**src/rtl/clock_pkg.sv**
```systemverilog
// Shared state codes and default timing for the clock time-set controller.
package clock_pkg;

  localparam logic [1:0] ST_RUN  = 2'd0;
  localparam logic [1:0] ST_HOUR = 2'd1;
  localparam logic [1:0] ST_MIN  = 2'd2;
  localparam logic [1:0] ST_SEC  = 2'd3;

  localparam int DEF_CNT_W        = 29;
  localparam int DEF_REPEAT_DELAY = 25_000_000;
  localparam int DEF_REPEAT_RATE  = 5_000_000;
  localparam int DEF_TIMEOUT      = 500_000_000;

  // Mode key walks RUN -> HOUR -> MIN -> SEC and the 2-bit code wraps back to RUN.
  function automatic logic [1:0] next_field(input logic [1:0] st);
    return st + 2'd1;
  endfunction

endpackage

```
**src/rtl/key_sync_edge.sv**
```systemverilog
// Two-flop synchroniser for an asynchronous key level, plus a registered rising-edge pulse.
// level is delayed one extra flop so it lines up with rise.
module key_sync_edge (
  input  logic clk,
  input  logic rst_n,
  input  logic key,
  output logic level,
  output logic rise
);

  logic sync_1;
  logic sync_2;

  always_ff @(posedge clk or negedge rst_n) begin
    if (!rst_n) begin
      sync_1 <= 1'b0;
      sync_2 <= 1'b0;
      level  <= 1'b0;
      rise   <= 1'b0;
    end else begin
      sync_1 <= key;
      sync_2 <= sync_1;
      level  <= sync_2;
      rise   <= sync_2 & ~level;
    end
  end

endmodule

```
**src/rtl/clock_set_ctrl.sv**
```systemverilog
// Time-set controller: mode FSM, hold-to-repeat and idle timeout driving the counter adjust pulses.
//   state   | meaning
//   ST_RUN  | clock counts, keys other than Mode ignored
//   ST_HOUR | hours field selected for adjust
//   ST_MIN  | minutes field selected for adjust
//   ST_SEC  | seconds field selected for adjust
module clock_set_ctrl
  import clock_pkg::*;
#(
  parameter int CNT_W        = DEF_CNT_W,
  parameter int REPEAT_DELAY = DEF_REPEAT_DELAY,
  parameter int REPEAT_RATE  = DEF_REPEAT_RATE,
  parameter int TIMEOUT      = DEF_TIMEOUT
) (
  input  logic       Clk,
  input  logic       Reset_N,
  input  logic       Mode_key,
  input  logic       Up_key,
  input  logic       Down_key,
  input  logic       Tick_1hz,
  output logic       Sec_tick,
  output logic       Sec_add,
  output logic       Sec_sub,
  output logic       Min_add,
  output logic       Min_sub,
  output logic       Hour_add,
  output logic       Hour_sub,
  output logic [1:0] Field_sel,
  output logic       Blink
);

  localparam logic [CNT_W-1:0] DELAY_LOAD = CNT_W'(REPEAT_DELAY - 1);
  localparam logic [CNT_W-1:0] RATE_LOAD  = CNT_W'(REPEAT_RATE - 1);
  localparam logic [CNT_W-1:0] TO_LAST    = CNT_W'(TIMEOUT - 1);

  logic             mode_level_unused, mode_rise;
  logic             up_level, up_rise, dn_level, dn_rise;
  logic [1:0]       state, state_nxt;
  logic [CNT_W-1:0] rpt_cnt, rpt_cnt_nxt, to_cnt;
  logic             armed_up, armed_dn, armed_up_nxt, armed_dn_nxt;
  logic             fire_add, fire_sub, rpt_pulse;
  logic             in_set, activity, timeout_hit;

  key_sync_edge u_mode (.clk(Clk), .rst_n(Reset_N), .key(Mode_key), .level(mode_level_unused), .rise(mode_rise));
  key_sync_edge u_up   (.clk(Clk), .rst_n(Reset_N), .key(Up_key),   .level(up_level),          .rise(up_rise));
  key_sync_edge u_down (.clk(Clk), .rst_n(Reset_N), .key(Down_key), .level(dn_level),          .rise(dn_rise));

  assign in_set      = (state != ST_RUN);
  assign activity    = mode_rise | up_rise | dn_rise | rpt_pulse;
  assign timeout_hit = in_set && !activity && (to_cnt == TO_LAST);
  assign Field_sel   = state;

  always_ff @(posedge Clk or negedge Reset_N) begin
    if (!Reset_N) state <= ST_RUN;
    else          state <= state_nxt;
  end

  always_comb begin
    state_nxt = state;
    if (mode_rise)        state_nxt = next_field(state);
    else if (timeout_hit) state_nxt = ST_RUN;
  end

  // Only the key that produced the first pulse may repeat; both held, a Mode edge or release disarms.
  always_comb begin
    fire_add     = 1'b0;
    fire_sub     = 1'b0;
    rpt_pulse    = 1'b0;
    armed_up_nxt = armed_up;
    armed_dn_nxt = armed_dn;
    rpt_cnt_nxt  = rpt_cnt;
    if (!in_set || mode_rise || (up_level && dn_level)) begin
      armed_up_nxt = 1'b0;
      armed_dn_nxt = 1'b0;
      rpt_cnt_nxt  = '0;
    end else if (up_rise) begin
      fire_add     = 1'b1;
      armed_up_nxt = 1'b1;
      armed_dn_nxt = 1'b0;
      rpt_cnt_nxt  = DELAY_LOAD;
    end else if (dn_rise) begin
      fire_sub     = 1'b1;
      armed_up_nxt = 1'b0;
      armed_dn_nxt = 1'b1;
      rpt_cnt_nxt  = DELAY_LOAD;
    end else if ((armed_up && up_level) || (armed_dn && dn_level)) begin
      if (rpt_cnt == '0) begin
        rpt_pulse   = 1'b1;
        fire_add    = armed_up;
        fire_sub    = armed_dn;
        rpt_cnt_nxt = RATE_LOAD;
      end else begin
        rpt_cnt_nxt = rpt_cnt - 1'b1;
      end
    end else begin
      armed_up_nxt = 1'b0;
      armed_dn_nxt = 1'b0;
      rpt_cnt_nxt  = '0;
    end
  end

  always_ff @(posedge Clk or negedge Reset_N) begin
    if (!Reset_N) begin
      rpt_cnt  <= '0;
      armed_up <= 1'b0;
      armed_dn <= 1'b0;
      to_cnt   <= '0;
      Sec_tick <= 1'b0;
      Sec_add  <= 1'b0;
      Sec_sub  <= 1'b0;
      Min_add  <= 1'b0;
      Min_sub  <= 1'b0;
      Hour_add <= 1'b0;
      Hour_sub <= 1'b0;
      Blink    <= 1'b0;
    end else begin
      rpt_cnt  <= rpt_cnt_nxt;
      armed_up <= armed_up_nxt;
      armed_dn <= armed_dn_nxt;
      to_cnt   <= (!in_set || activity) ? '0 : to_cnt + 1'b1;
      Sec_tick <= !in_set && Tick_1hz;
      Sec_add  <= fire_add && (state == ST_SEC);
      Sec_sub  <= fire_sub && (state == ST_SEC);
      Min_add  <= fire_add && (state == ST_MIN);
      Min_sub  <= fire_sub && (state == ST_MIN);
      Hour_add <= fire_add && (state == ST_HOUR);
      Hour_sub <= fire_sub && (state == ST_HOUR);
      if (!in_set || (state_nxt != state)) Blink <= 1'b0;
      else if (Tick_1hz)                   Blink <= ~Blink;
    end
  end

endmodule

```
**config.mk**
```make
export PLATFORM = sky130hd
export DESIGN_NAME = clock_set_ctrl
export DESIGN_NICKNAME = d
export VERILOG_FILES = /design/src/rtl/clock_pkg.sv /design/src/rtl/key_sync_edge.sv /design/src/rtl/clock_set_ctrl.sv
export SDC_FILE = /design/constraint.sdc
export NUM_CORES = 1
export LEC_CHECK = 0
export BUFFER_PORTS_ARGS = -buffer_cell sky130_fd_sc_hd__buf_4
export CELL_PAD_IN_SITES_DETAIL_PLACEMENT = 1
export CELL_PAD_IN_SITES_GLOBAL_PLACEMENT = 2
export CORE_MARGIN = 1.5
export CORE_UTILIZATION = 45
export CTS_BUF_LIST = sky130_fd_sc_hd__clkbuf_4 sky130_fd_sc_hd__clkbuf_8
export DETAILED_ROUTE_END_ITERATION = 10
export HOLD_SLACK_MARGIN = 0.02
export PLACE_DENSITY_LB_ADDON = 0.1
export SYNTH_ARGS = -nofsm -noshare
export SYNTH_HDL_FRONTEND = slang
export SYNTH_SLANG_ARGS = --single-unit
```
**constraint.sdc**
```tcl
create_clock -name Clk -period 3.9 [get_ports Clk]
set_input_delay 0.78 -clock Clk [delete_from_list [all_inputs] [get_ports Clk]]
set_output_delay 0.78 -clock Clk [all_outputs]
set_load 0.02 [all_outputs]
```
==> results by group <==
Synthesis
  • Post-synth EDFFs: 0
  • Synth Flop Type: dfrtp_1
  • Sequential element share of the synthesized area: 51.8%
  • Post-synthesis async set-or-reset flop share: 100%
  • Post-Syn Nets: 402
  • Area share of the largest cell type after synthesis: 51.8%
  • Netlist cell types: 50
  • Cell taking the most area after synthesis: dfrtp_1
  • Post-synthesis cell count: 389
  • YS warnings: 0
  • Synth top area cells: dfrtp_1 52%, xnor2_1 6.6%, nor2_1 4.8%
  • Post-synthesis cell area: 0.00396 mm2
  • #FFs+latches synth: 82
  • Mapped Avg Cell Area: 10.2 um2

Route
  • Vias: 2822
  • Initial DRC Count: 56
  • Detail Route Antenna Nets: 0
  • First-pass DRT Iterations: 4
  • # DRC: 0
  • Vias per cell: 5.46
  • Avg WL per Cell: 16.3 um
  • Final wirelength: 8.44 mm

GRT
  • Initial antenna violation count: 0
  • Grt met3 use: 3.97%
  • GR peak layer: met2
  • First-pass GRT wire length: 15.2 mm
  • Largest net degree at the start of global routing: 83
  • Met1 global-route usage: 27.0%
  • GRT Resource Usage Total: 20.2%
  • Congestion Overflow GR: 0
  • Number of global-route vias before repair: 3062
  • Met2 Use GR: 32.3%

Run
  • Max-Cap Viols: 0

Floorplanning
  • Core area: 0.00864 mm2
  • Total die area: 0.00937 mm2
  • Io pins: 16
  • Die width: 96.8 um
  • Die height: 96.8 um
  • Initial core utilization: 45.8%
  • Rows: 34

Clocking
  • CTS root buf: clkbuf_8
  • CTS tree: built
  • Clk_lat worst skew: 0.37 ns
  • CTS max path bufs: 2
  • Clock sink total: 82
  • Clk slew on worst S/H paths: 0.10 ns
  • CTS H-tree depth: 3
  • PostCTS Resize Cnt: 0
  • Hold-fix buffers, CTS: 0
  • Post-CTS Setup Inserts: 0
  • Cts bufs inserted: 9

Critical path
  • Slowest cell on crit path: nor3b_1
  • Buffers and inverters on the worst path: 1
  • CP top delay family: simple AND/OR/NAND/NOR gates
  • Crit. End Element: flip-flop
  • Critical Path Start Type: flip-flop
  • CP Cell Sequence: inv_1, ha_1, nor3b_1, nand4_1, o31a_1, o21ai_0, a21oi_1
  • Critical path class: reg2reg
  • Slowest stage delay, CP: 0.66 ns
  • WP data arrival: 3.03 ns
  • Crit path max fanout: 12
  • CP Data Required Time: 4.11 ns

Place
  • DP Cell Count: 501
  • DP HPWL: 5.85 mm
  • Number of port buffers: 15
  • Placer congestion estimate: 0.787
  • DP Worst Slack: 1.09 ns

Pwr
  • Pleak: 0.00179 uW
  • Pwr/cell area: 474 mW/mm2
  • Worst VDD drop: 0.000280 V

STA
  • Sum of negative setup slack: 0 ns
  • Final Slew Violations: 0
  • Final period demand of the worst path: 2.82 ns
  • Worst Tran Pin Value: 1.02 ns
  • Fmax: 0.355 GHz
  • Worst Clk Skew: 0.0115 ns
  • Final count of negative-setup-slack endpoints: 0
  • Final hold vios: 0
  • Worst rel slew slack: 31.8%
  • RSZ-0062 raised after global routing: no
  • Setup ws final: 1.08 ns
  • Final period utilization: 72.3%

Cells and area
  • Synth-to-Final Area Change: 10.0%
  • Antenna Cells: 0
  • Layout cells sized above 1: 11.0%
  • Fill count: 968
  • Final layout net count: 417
  • Final cell count without fillers: 517
  • Multi-input logic area: 0.00181 mm2
  • FF+latch area: 0.00205 mm2

Hold path
  • Type of the most critical hold path: reg2reg

Outcome
  • Status: completed
-- cell type report --
type                       instances  share of cell area, %
multi-input combinational        285                   41.6
timing repair buffer              16                   2.76
tap                              108                   3.10
clock buffer                       9                   2.84
inverter                          10                  0.862
clock inverter                     7                   1.75
sequential                        82                   47.1
-- power by group --
group	switching (uW)	internal, uW	leakage [uW]
Clock	367	256	0.000103
Combinational	298	178	0.000583
Sequential	62.4	903	0.00110
-- Yosys cell counts (10+ instances only) --
| cell type | count |
|---|---|
| dfrtp_1 | 82 |
| nor2_1 | 51 |
| xnor2_1 | 30 |
| nand2_1 | 27 |
| nor3_1 | 18 |
| a21oi_1 | 16 |
| nand3_1 | 15 |
| xor2_1 | 12 |
| nor4_1 | 11 |
| inv_1 | 10 |
| nand4_1 | 10 |
| o21ai_0 | 10 |
-- stage by stage --
step                      area, um2  total power (uW)  hold slack, ns  util, %
after floorplan                3960              1330           0.331        -
after global placement         4160              1460           0.334     48.1
after detailed placement       4160              1460           0.336     48.1
after CTS                      4360              2100           0.360     50.4
after global routing           4360              2200           0.369     50.4
final                          4360              2060           0.358     50.4
-- placed cells by master, fill, tap and decap left out, types with 3 or more instances in the layout --
cell / instances
dfrtp_1: 82
nor2_1: 51
xnor2_1: 30
nand2_1: 27
nor3_1: 18
a21oi_1: 16
buf_4: 16
nand3_1: 15
xor2_1: 12
nor4_1: 11
nand4_1: 10
o21ai_0: 10
inv_1: 10
clkbuf_8: 9
nand2b_1: 7
nor2b_1: 7
ha_1: 7
and4_1: 6
or4_1: 5
or2_2: 4
o41ai_1: 4
and2_1: 4
or3_1: 3
nor3b_1: 3
a31oi_1: 3
inv_8: 3
-- metal layers --
layer | routed length (um) | share of wire (%)
met4 | 183 | 2.2
met2 | 4130 | 49
met5 | 0 | 0
met3 | 141 | 1.7
met1 | 3980 | 47
-- worst paths after layout --
kind / slack (ns) / from / cells past startpoint / to
min in group asynchronous: 0.55 / Reset_N / 1 / rpt_cnt[5]$_DFF_PN0_
max: 1.08 / rpt_cnt[0]$_DFF_PN0_ / 7 / rpt_cnt[22]$_DFF_PN0_
max in group asynchronous: 2.67 / Reset_N / 1 / to_cnt[4]$_DFF_PN0_
min: 0.36 / u_up.sync_1$_DFF_PN0_ / 0 / u_up.sync_2$_DFF_PN0_
min reg2reg: 0.36 / u_up.sync_1$_DFF_PN0_ / 0 / u_up.sync_2$_DFF_PN0_
max reg2reg: 1.08 / rpt_cnt[0]$_DFF_PN0_ / 7 / rpt_cnt[22]$_DFF_PN0_
-- logic make-up (layout without fill, tap and decap cells) --
kind of cell / count (synthesis) / count (layout) / synth area share [%]
AO/OA/AOI/OAI: 53 / 53 / 8.82
XOR/XNOR: 42 / 42 / 9.29
adder cells (fa/ha/maj): 7 / 7 / 2.21
buffers and inverters: 22 / 42 / 2.43
flip-flops: 82 / 82 / 51.8
AND/OR/NAND/NOR: 183 / 183 / 25.4
No activity file was read; power rests on OpenSTA's default activity.
